File: src/rtl/pipelined_dp_ram.sv
// Simple dual-port RAM (one write port, one read port) with a power-up clear sweep,
// byte-enable writes, range checking and a READ_LAT-deep registered read path.
module pipelined_dp_ram #(
    parameter int                DATA_W      = 32,
    parameter int                DEPTH       = 64,
    parameter int                READ_LAT    = 2,
    parameter int                WRITE_FIRST = 1,
    parameter logic [DATA_W-1:0] CLEAR_VAL   = '0,
    localparam int               ADDR_W      = $clog2(DEPTH),
    localparam int               NBYTE       = DATA_W / 8
) (
    input  logic              clk,
    input  logic              rst,
    input  logic              wr_en,
    input  logic [ADDR_W-1:0] wr_addr,
    input  logic [DATA_W-1:0] wr_data,
    input  logic [NBYTE-1:0]  wr_be,
    input  logic              rd_en,
    input  logic [ADDR_W-1:0] rd_addr,
    output logic [DATA_W-1:0] rd_data,
    output logic              rd_valid,
    output logic              rd_err,
    output logic              wr_err,
    output logic              init_busy
);

    typedef enum logic {INIT, RUN} state_t;

    localparam logic [ADDR_W:0]   DEPTH_V = (ADDR_W + 1)'(DEPTH);
    localparam logic [ADDR_W-1:0] LAST    = ADDR_W'(DEPTH - 1);

    state_t            state, state_next;
    logic [ADDR_W-1:0] cnt, cnt_next;

    logic              run;
    logic              wr_in_range, rd_in_range;
    logic              wr_ok, rd_acc;
    logic [DATA_W-1:0] rd_word;

    logic [DATA_W-1:0] mem [DEPTH];

    // Read pipeline: stage k holds its word until a new valid entry arrives,
    // so the last stage doubles as the held output register.
    logic [READ_LAT-1:0] pv, pe;
    logic [DATA_W-1:0]   pd [READ_LAT];

    always_ff @(posedge clk or posedge rst) begin
        if (rst) begin
            state <= INIT;
            cnt   <= '0;
        end else begin
            state <= state_next;
            cnt   <= cnt_next;
        end
    end

    always_comb begin
        state_next = state;
        cnt_next   = cnt;
        if (state == INIT) begin
            cnt_next = cnt + ADDR_W'(1);
            if (cnt == LAST) begin
                state_next = RUN;
                cnt_next   = '0;
            end
        end
    end

    assign run         = (state == RUN);
    assign init_busy   = (state == INIT);
    assign wr_in_range = ({1'b0, wr_addr} < DEPTH_V);
    assign rd_in_range = ({1'b0, rd_addr} < DEPTH_V);
    assign wr_ok       = run && wr_en && wr_in_range;
    assign rd_acc      = run && rd_en;

    always_ff @(posedge clk) begin
        if (state == INIT) begin
            mem[cnt] <= CLEAR_VAL;
        end else if (wr_ok) begin
            for (int i = 0; i < NBYTE; i++) begin
                if (wr_be[i]) mem[wr_addr][8*i +: 8] <= wr_data[8*i +: 8];
            end
        end
    end

    // Same-address collision: write-first merges the enabled new bytes into the old word.
    always_comb begin
        rd_word = '0;
        if (rd_in_range) begin
            rd_word = mem[rd_addr];
            if (WRITE_FIRST != 0 && wr_ok && wr_addr == rd_addr) begin
                for (int i = 0; i < NBYTE; i++) begin
                    if (wr_be[i]) rd_word[8*i +: 8] = wr_data[8*i +: 8];
                end
            end
        end
    end

    always_ff @(posedge clk or posedge rst) begin
        if (rst) begin
            pv <= '0;
            pe <= '0;
            for (int k = 0; k < READ_LAT; k++) pd[k] <= '0;
        end else begin
            pv[0] <= rd_acc;
            if (rd_acc) begin
                pe[0] <= ~rd_in_range;
                pd[0] <= rd_word;
            end
            for (int k = 1; k < READ_LAT; k++) begin
                pv[k] <= pv[k-1];
                if (pv[k-1]) begin
                    pe[k] <= pe[k-1];
                    pd[k] <= pd[k-1];
                end
            end
        end
    end

    always_ff @(posedge clk or posedge rst) begin
        if (rst) wr_err <= 1'b0;
        else     wr_err <= run && wr_en && !wr_in_range;
    end

    assign rd_valid = pv[READ_LAT-1];
    assign rd_err   = pv[READ_LAT-1] & pe[READ_LAT-1];
    assign rd_data  = pd[READ_LAT-1];

endmodule

File: config.mk
export PLATFORM = sky130hd
export DESIGN_NAME = pipelined_dp_ram
export DESIGN_NICKNAME = d
export VERILOG_FILES = /design/src/rtl/pipelined_dp_ram.sv
export SDC_FILE = /design/constraint.sdc
export NUM_CORES = 2
export LEC_CHECK = 0
export CAP_MARGIN = 5
export CORE_MARGIN = 8
export CORE_UTILIZATION = 50
export CTS_CLUSTER_DIAMETER = 80
export CTS_CLUSTER_SIZE = 16
export DETAILED_ROUTE_END_ITERATION = 6
export PLACE_DENSITY = 0.78
export SLEW_MARGIN = 5
export SYNTH_ARGS = -nofsm -noshare
export SYNTH_HDL_FRONTEND = slang
export SYNTH_SLANG_ARGS = --single-unit
File: constraint.sdc
create_clock -name clk -period 2.55 [get_ports clk]
set_input_delay 0.3825 -clock clk [delete_from_list [all_inputs] [get_ports clk]]
set_output_delay 0.3825 -clock clk [all_outputs]
set_load 0.005 [all_outputs]
==> reports/metrics.cfg <==
[status]
outcome=finished, violations left
violations=negative setup slack

[place]
place.gp.congestion=0.910
post_dp_cell_area_um2=92900
port_buffers=85
place_hpwl_mm=147
pre_cts_ws_ns=-1.10

[sta]
fin_crit_sh_pct=101
setup_viol=8
hold_viol=0
period_needed_ns=2.58
drv_slew=0
slew_headroom_pct=33.6
max_freq_ghz=0.388
setup_ws_ns=-0.0254
fin_tns_setup_ns=-0.185
rsz0062_at_grt=true
worst_pin_slew_ns=0.991
fin_worst_skew_ns=0.0365

[worst_setup_path]
ff2ff_setup_slack_ns=-0.03
required_ns=2.98
start_kind=flip-flop
crit_chain=nand2_1, nor2_4, buf_12, buf_6, a41o_1, buf_4, nand2_1, buf_12, nor2_2
endpoint=mem[29][12]
cpPeakStageDelay_ns=0.42
critPathBufInv=4
cp_num_cells=9
path_class=flip-flop to flip-flop
regToRegEndpoint=mem[29][12]
arrival_ns=3.01
end_kind=flip-flop
cp-startpoint=run
cp_slowest_cell=nor2_2
r2r_cells=9
critPathMaxFanout=13
r2r-start=run
cp_top_family=simple AND/OR/NAND/NOR gates

[pwr]
pwr-share-comb_pct=3.3
swShare_pct=20.1
powerDensity_nw_per_um2=637
p_clk_share_pct=36.2
seqPwrFrac_pct=60.5
switchingPower_mw=12.5
internal-power_mw=49.7
power_leakage_nw=27.3
vdd_ir_drop_max_v=0.000746

[clocking]
cts_root_buffer=clkbuf_16
htree_levels=4
clk_path_buf_depth=3
cts.sinks=2121
clk_pin_slew_ns=0.07
worstSkewPairLatency_ns=0.81
cts_tree=yes
numCtsBuffers=150

[detailed_routing]
wl_per_cell_um=31.9
num_vias=45100
drt_iter0_drc=6874
routed_wl_mm=223
firstDrtPassIters=6
ant_nets=0
drc_errors=0
via_per_inst=6.46

[flow_run]
max_cap_violations=0

[logic_synthesis]
synth-main-ff-cell=edfxtp_1
synth_edf_count=2048
yosys_warnings=0
synth_area_per_cell_um2=21.2
synth_area_um2=83200
ys_ff_latch=2121
synth_cell_type_count=60
yosysTopAreaCellShare_pct=73.9
async_reset_ff_share_pct=3.44
syn_inst=3928
seq_area_frac_synth_pct=76.1
yosys-top-cells-area=edfxtp_1, mux4_2, dfrtp_1
yosysTopAreaCell=edfxtp_1

[global_routing]
grt_pass1_wl_mm=322
grt_overflow=0
grt_pass1_vias=45900
grt_usage_pct=24.4
grt_start_max_net_pins=65
antenna_found_initial=7

[floorplan]
die_y_um=424
die-area_um2=180000
rows=149
initial_utilization_pct=50.4
coreArea_um2=165000
die_x_um=424
io_pins=88

[finish]
drive_above_1_share_pct=35.7
stdcell_area_um2=97500
fillCellCount=11200
fin_nets=4786
final_core_util_pct=59.0
syn_to_final_growth_pct=17.2

[hold_path]
holdCritPathClass=primary input to flip-flop

cells in the final DEF, fill, tap and decap left out, types with 30 or more instances in the layout:
master / netlist / final
a21oi_1: 46 / 46
a22oi_1: 67 / 67
and2_2: 0 / 32
buf_12: 1 / 113
buf_4: 93 / 694
clkbuf_1: 73 / 54
clkbuf_16: 0 / 154
clkdlybuf4s50_1: 0 / 79
dfrtp_1: 73 / 72
edfxtp_1: 2048 / 2048
mux2_2: 62 / 62
mux2i_1: 165 / 164
mux4_2: 525 / 525
nand2_1: 86 / 62
nor2_1: 290 / 233
nor2_2: 0 / 50
o22ai_1: 30 / 30
metrics by stage:
stage	power [mW]	cells	hold WS (ns)
floorplan	39.5	3929	0.352
global placement	40.4	6765	0.485
detailed placement	40.4	6765	0.495
CTS	62.3	6984	0.116
global route	63.4	6987	0.161
finish	62.1	6989	0.161
power groups by stage:
| stage | clock network, mW | registers [mW] | logic (mW) |
|---|---|---|---|
| final | 22.5 | 37.6 | 2.07 |
| after global routing | 23.8 | 37.6 | 2.13 |
| after CTS | 22.6 | 37.6 | 2.05 |
| after detailed placement | 0 | 38.3 | 2.03 |
| after global placement | 0 | 38.3 | 2.00 |
| after floorplan | 0 | 38.3 | 1.12 |
cells by family after synthesis:
logic type               synth area share [%]
AO/OA/AOI/OAI                            2.04
other                                 0.00451
flip-flops                               76.1
adder cells (fa/ha/maj)                0.0150
AND/OR/NAND/NOR                          2.82
XOR/XNOR                               0.0842
multiplexers                             17.0
buffers and inverters                    1.90
timing repair:
action / in CTS / in global routing
pin swaps: 2 / 0
setup buffers: 1 / 3
resized for setup: 49 / 57
endpoints found under the hold margin: 3 / 0
hold buffers: 1 / 0
endpoints found under the setup margin: 754 / 731
sequential cells by signal, summed over array words and instances (netlist names):
register  cells
pv            2
run           1
rd_data      32
mem        2048
cnt           6
pd           32
tightest hold or removal path, cell delays in order:
cell     delay (ns)
buf_4          0.13
buf_12         0.18
nand3_1        0.12
a31oi_1        0.08
cell type report:
cell class | count | area, um^2 | share of cell area (%)
clock buffers | 208 | 4060 | 4.16
repair buffers | 907 | 8510 | 8.73
diodes | 2 | 5.00 | 0.00513
clock inverters | 9 | 153 | 0.157
flip-flops and latches | 2121 | 63300 | 64.9
inverters | 12 | 51.3 | 0.0526
multi-input cells | 1541 | 18700 | 19.1
well taps | 2189 | 2740 | 2.81
worst min-delay path by stage:
| stage | startpoint | to | slack (ns) | depth (start not counted) |
|---|---|---|---|---|
| floorplan | pv[0] | pv[1] | 0.35 | 0 |
| global placement | pd[62] | rd_data[30] | 0.48 | 1 |
| detailed placement | pd[62] | rd_data[30] | 0.50 | 1 |
| CTS | rd_addr[5] | pd[35] | 0.12 | 4 |
| global route | rd_addr[5] | pd[35] | 0.16 | 4 |
| finish | rd_addr[5] | pd[35] | 0.16 | 4 |
per-layer routing:
layer | share of wire (%) | vias up | GRT usage [%]
met5 | 0.014 | - | 0
met4 | 6.0 | 4 | 12.1
met3 | 12 | 709 | 6.13
met2 | 47 | 3399 | 38.9
met1 | 35 | 23200 | 31.5
li1 | - | 17800 | -
synthesized netlist by cell type (all sizes together), types with 2 or more instances:
master   number
clkbuf       73
nor4          9
nor3b         2
a221oi        5
buf         182
a221o         3
xnor2         2
edfxtp     2048
nand2b        7
a41o          4
o31ai         4
nor2b        33
inv          11
xor2          6
mux2         62
and2         36
nor4b         2
o2111ai       2
o41ai         5
nand3        29
or3           2
or2           3
a22oi        67
or4           2
a31oi         7
nor3         12
o22ai        30
a21oi        46
mux2i       165
nand2        86
o211ai        2
a211oi       24
nand4        12
a2111oi       8
nor2        290
o21ai        24
mux4        525
dfrtp        73
and3          7
a32oi         5
a311oi        2
No activity file was read; power rests on OpenSTA's default activity.
